$ cat config.mk
export PLATFORM = sky130hd
export DESIGN_NAME = hazard_unit_mc
export DESIGN_NICKNAME = d
export VERILOG_FILES = /design/src/rtl/hazard_unit_mc.sv
export SDC_FILE = /design/constraint.sdc
export NUM_CORES = 1
export LEC_CHECK = 0
export CAP_MARGIN = 20
export CORE_MARGIN = 8
export CORE_UTILIZATION = 25
export DETAILED_ROUTE_END_ITERATION = 12
export GPL_TIMING_DRIVEN = 0
export SYNTH_ARGS = -nofsm -noshare
export SYNTH_HDL_FRONTEND = slang
export SYNTH_SLANG_ARGS = --single-unit
$ cat constraint.sdc
create_clock -name clk -period 4.5 [get_ports clk]
set_clock_uncertainty 0.2 [all_clocks]
set_input_delay 0.9 -clock clk [delete_from_list [all_inputs] [get_ports clk]]
set_output_delay 0.9 -clock clk [all_outputs]
set_load 0.02 [all_outputs]
$ cat src/rtl/hazard_unit_mc.sv
// Pipeline hazard controller for the F/D/E/M/W core: operand forwarding, load-use
// bubbles, multi-cycle execute stalls, taken-branch flushes and a stall-cycle counter.
//
// state      | meaning
// -----------+------------------------------------------------------------
// IDLE       | no hazard in flight; decode forwarding/load-use/branch/mc start
// LOAD_WAIT  | extra load-use bubbles beyond the first (LOAD_LAT > 1)
// MC_BUSY    | multi-cycle unit owns E; freeze front end until mcDoneE
module hazard_unit_mc #(
   parameter int REG_AW   = 5,
   parameter int NUM_SRC  = 2,
   parameter int LOAD_LAT = 1,
   parameter int CNT_W    = 16
) (
   input  logic                        clk,
   input  logic                        rstN,
   input  logic [NUM_SRC*REG_AW-1:0]   srcAddrD,
   input  logic [NUM_SRC*REG_AW-1:0]   srcAddrE,
   input  logic [REG_AW-1:0]           rdE,
   input  logic [REG_AW-1:0]           rdM,
   input  logic [REG_AW-1:0]           rdW,
   input  logic                        regWriteE,
   input  logic                        regWriteM,
   input  logic                        regWriteW,
   input  logic                        memReadE,
   input  logic                        mcStartE,
   input  logic                        mcDoneE,
   input  logic                        branchTakenE,
   output logic [NUM_SRC*2-1:0]        fwdE,
   output logic                        stallF,
   output logic                        stallD,
   output logic                        stallE,
   output logic                        flushD,
   output logic                        flushE,
   output logic                        flushM,
   output logic [CNT_W-1:0]            stallCount
);

   typedef enum logic [1:0] {
      S_IDLE      = 2'd0,
      S_LOAD_WAIT = 2'd1,
      S_MC_BUSY   = 2'd2
   } state_t;

   state_t      state, state_nxt;
   logic [1:0]  lw_cnt, lw_cnt_nxt;
   logic        load_use;
   logic [CNT_W-1:0] stall_cnt;

   // x0 is hardwired zero, so it is never a forwarding source
   always_comb begin
      fwdE = '0;
      for (int i = 0; i < NUM_SRC; i++) begin
         if ((srcAddrE[i*REG_AW +: REG_AW] != '0) && regWriteM &&
             (rdM == srcAddrE[i*REG_AW +: REG_AW]))
            fwdE[i*2 +: 2] = 2'b10;
         else if ((srcAddrE[i*REG_AW +: REG_AW] != '0) && regWriteW &&
                  (rdW == srcAddrE[i*REG_AW +: REG_AW]))
            fwdE[i*2 +: 2] = 2'b01;
      end
   end

   always_comb begin
      load_use = 1'b0;
      for (int i = 0; i < NUM_SRC; i++) begin
         if (srcAddrD[i*REG_AW +: REG_AW] == rdE)
            load_use = 1'b1;
      end
      load_use = load_use & memReadE & regWriteE & (rdE != '0);
   end

   always_ff @(posedge clk or negedge rstN) begin
      if (!rstN) begin
         state  <= S_IDLE;
         lw_cnt <= 2'd0;
      end else begin
         state  <= state_nxt;
         lw_cnt <= lw_cnt_nxt;
      end
   end

   always_comb begin
      state_nxt  = state;
      lw_cnt_nxt = lw_cnt;
      case (state)
         S_IDLE: begin
            if (mcStartE) begin
               if (!mcDoneE)
                  state_nxt = S_MC_BUSY;
            end else if (branchTakenE) begin
               state_nxt = S_IDLE;
            end else if (load_use && (LOAD_LAT > 1)) begin
               lw_cnt_nxt = 2'(LOAD_LAT - 1);
               state_nxt  = S_LOAD_WAIT;
            end
         end
         S_LOAD_WAIT: begin
            lw_cnt_nxt = lw_cnt - 2'd1;
            if (lw_cnt <= 2'd1)
               state_nxt = S_IDLE;
         end
         S_MC_BUSY: begin
            if (mcDoneE)
               state_nxt = S_IDLE;
         end
         default: begin
            state_nxt  = S_IDLE;
            lw_cnt_nxt = 2'd0;
         end
      endcase
   end

   always_comb begin
      stallF = 1'b0;
      stallD = 1'b0;
      stallE = 1'b0;
      flushD = 1'b0;
      flushE = 1'b0;
      flushM = 1'b0;
      case (state)
         S_IDLE: begin
            if (mcStartE) begin
               if (!mcDoneE) begin
                  stallF = 1'b1;
                  stallD = 1'b1;
                  stallE = 1'b1;
                  flushM = 1'b1;
               end
            end else if (branchTakenE) begin
               flushD = 1'b1;
               flushE = 1'b1;
            end else if (load_use) begin
               stallF = 1'b1;
               stallD = 1'b1;
               flushE = 1'b1;
            end
         end
         S_LOAD_WAIT: begin
            stallF = 1'b1;
            stallD = 1'b1;
            flushE = 1'b1;
         end
         S_MC_BUSY: begin
            if (!mcDoneE) begin
               stallF = 1'b1;
               stallD = 1'b1;
               stallE = 1'b1;
               flushM = 1'b1;
            end
         end
         default: begin
            stallF = 1'b0;
         end
      endcase
      // reset must release the pipeline immediately, not at the next edge
      if (!rstN) begin
         stallF = 1'b0;
         stallD = 1'b0;
         stallE = 1'b0;
         flushD = 1'b0;
         flushE = 1'b0;
         flushM = 1'b0;
      end
   end

   always_ff @(posedge clk or negedge rstN) begin
      if (!rstN)
         stall_cnt <= '0;
      else if (stallF && (stall_cnt != '1))
         stall_cnt <= stall_cnt + 1'b1;
   end

   assign stallCount = stall_cnt;

endmodule

==> flow_summary.yaml <==
run_status:
  outcome: "completed"
synthesis:
  synth_common_cells: "xnor2_1, xor2_1, dfrtp_1, nor3_1, nand2_1"
  ys_seq_area_frac: 0.331
  synth_top_area_frac: 0.331
  synth_warnings: 0
  ys_ff_latch: 17
  ys_types: 29
  ys_top_cells_by_area: "dfrtp_1, xnor2_1, xor2_1"
  async_flop_share: 1.00
  synthFlopType: "dfrtp_1"
  syn-num-nets: 184
  yosys.area.top_type: "dfrtp_1"
  yosysMostFrequentCell: "xnor2_1"
  synth_area_um2: 1280
  synth_edf_count: 0
  avgSynthCellArea_um2: 9.24
  netlist_instances: 139
floorplan:
  core_um2: 5040
  boundaryPins: 70
  die_w_um: 87.7
  rows: 26
  die_y_um: 87.7
  die_area_um2: 7690
  initial_utilization: 0.255
clock_tree:
  clk_path_buf_depth: 2
  numClockSinks: 17
  cts_setup_buffers: 0
  cts-buffers-inserted: 3
  holdBufCountCts: 0
  clk_latency_ps: 260
  clockRootBuffer: "clkbuf_8"
  tritoncts: "built"
  clk_pin_slew_worst_paths_ps: 70
  cts_max_level: 1
sta:
  rsz0062_at_grt: "no"
  setup_slack_ps: 281
  hold_violations: 0
  setup_viol: 0
  slew_viol_final: 0
  period_share: 0.937
  whs_ps: 299
  worstMarginPinSlew_ps: 493
  max_freq_mhz: 237
  fin_crit_ps: 4220
  max_slew_margin: 0.672
global_route:
  gr-total-overflow: 0
  grt_pass1_vias: 1357
  grt_pass1_wl_um: 6090
  grt_max_degree: 20
  grt.total_usage: 0.0996
  antenna_found_initial: 0
route:
  via_count: 1220
  drtAntennaViolNets: 0
  dr.pass1.iters: 3
  drc: 0
  wire_per_inst_um: 13.4
  totalWireLength_um: 3780
  drt_iter0_drc: 20
  via_per_inst: 4.33
placed_design:
  placed_cell_area_um2: 2060
  dp_hpwl_um: 3160
  portBuffers: 69
  dp_slack_ps: -168
  routabilityCongestion: 0.769
finish:
  area_delta_synth_final_pct: 64.0
  drive_gt1_frac: 0.0849
  insertedDiodeCount: 0
  n_fill_cell: 501
  design_area_um2: 2110
  nets: 258
power:
  p_comb_frac: 0.416
  internal_power_uw: 376
  p_switching_uw: 200
  leakage_nw: 0.816
  clock_power_share: 0.206
  vdd_drop_max_uv: 261
  fin_total_pwr_uw: 576
  seqPwrFrac: 0.378
  swShare: 0.347
  p_per_area_nw_per_um2: 273
setup_path:
  path_cells: "clkdlybuf4s50_1, xnor2_1, nand3_1, o22ai_1, nand2b_1, o21ai_0, buf_4, clkdlybuf4s50_1"
  cp_top_family: "buffers and inverters"
  cp_max_fo: 3
  arrival_ps: 3120
  critPathBufInv: 3
  end_kind: "primary output"
  critical-path-max-stage-delay_ps: 590
  path_class: "in -> out"
  critPathRequiredTime_ps: 3400
  start_kind: "input pin"
  cpMostUsedCell: "clkdlybuf4s50_1"
  worst_path_max_delay_cell: "clkdlybuf4s50_1"
worst_hold_path:
  hp-class: "reg -> reg"
job:
  max-cap-violations: 0
[logic make-up after synthesis]
logic type | share of synthesized area
fa+ha+maj | 0.00974
simple gates | 0.241
buf+inv | 0.0409
mux | 0.0117
flops | 0.331
compound gates | 0.0730
xor+xnor | 0.293
[power groups by stage]
stage                     Combinational [mW]  Sequential, mW  Clock (mW)
final                                  0.239           0.218       0.119
after global routing                   0.260           0.223       0.130
after CTS                              0.245           0.218       0.124
after detailed placement               0.242           0.219           0
after global placement                 0.240           0.219           0
after floorplan                       0.0809           0.248           0
[state kept, by name, summed over array words and instances (netlist names)]
name / cells
stallCount: 16
state: 1
[layer usage]
metal / track usage / vias to the layer above / part of all wire / wire length (um)
li1: - / 623 / - / -
met1: 0.112 / 540 / 0.46 / 1730
met2: 0.170 / 55 / 0.43 / 1640
met3: 0.0413 / 2 / 0.10 / 393
met4: 0.0234 / 0 / 0.0024 / 9
met5: 0 / - / 0 / 0
[worst register-to-register path: stages (launching register included)]
cell and delay, ps:
dfrtp_1 420, ha_1 190, nand3_1 130, nor3_1 330, a211oi_2 150, a21oi_4 280, buf_6 200, mux2_4 310
[per-stage QoR]
| step | TNS (ps) | utilization | cells |
|---|---|---|---|
| detailed placement | -254 | 0.409 | 278 |
| floorplan | 0 | - | 139 |
| global route | 0 | 0.418 | 282 |
| global placement | -238 | 0.409 | 278 |
| finish | 0 | 0.418 | 282 |
| CTS | 0 | 0.419 | 282 |
[final timing paths]
kind                                startpoint              to  slack [ps]  cells after the start
worst max-delay path                    rdE[0]          stallF         280                      8
worst min-delay path            stallCount[14]  stallCount[14]         300                      1
worst max register to register   stallCount[0]   stallCount[1]        2190                      7
worst min register to register  stallCount[14]  stallCount[14]         300                      1
max in group asynchronous                 rstN  stallCount[12]        3370                      1
min in group asynchronous                 rstN   stallCount[5]         390                      1
[area by class of cell]
class / instances / area [um2] / area share
Buffer: 3 / 26.3 / 0.0125
Clock inverter: 1 / 7.51 / 0.00356
Clock buffer: 3 / 41.3 / 0.0196
Inverter: 7 / 26.3 / 0.0125
Tap cell: 70 / 87.6 / 0.0416
Multi-Input combinational cell: 112 / 807 / 0.383
Sequential cell: 17 / 425 / 0.202
Timing Repair Buffer: 69 / 686 / 0.325
[layout by cell type, fill, tap and decap left out, types with 4 or more instances in the layout]
cell type / Yosys / layout
xnor2_1: 24 / 24
nor4_1: 4 / 4
dfrtp_1: 17 / 17
nor2_1: 5 / 5
nor3_1: 12 / 12
clkdlybuf4s50_1: 0 / 68
inv_1: 7 / 7
nand4_1: 5 / 5
nor3_2: 4 / 4
nand2_1: 9 / 9
xor2_1: 19 / 19
nand3_1: 7 / 7
[what timing repair did]
item / in CTS / in global routing
endpoints found under the setup margin: 2 / 2
gates resized for setup: 1 / 2
pin swaps: 0 / 0
gates cloned: 0 / 0
Power figures use the tool's default switching activity.
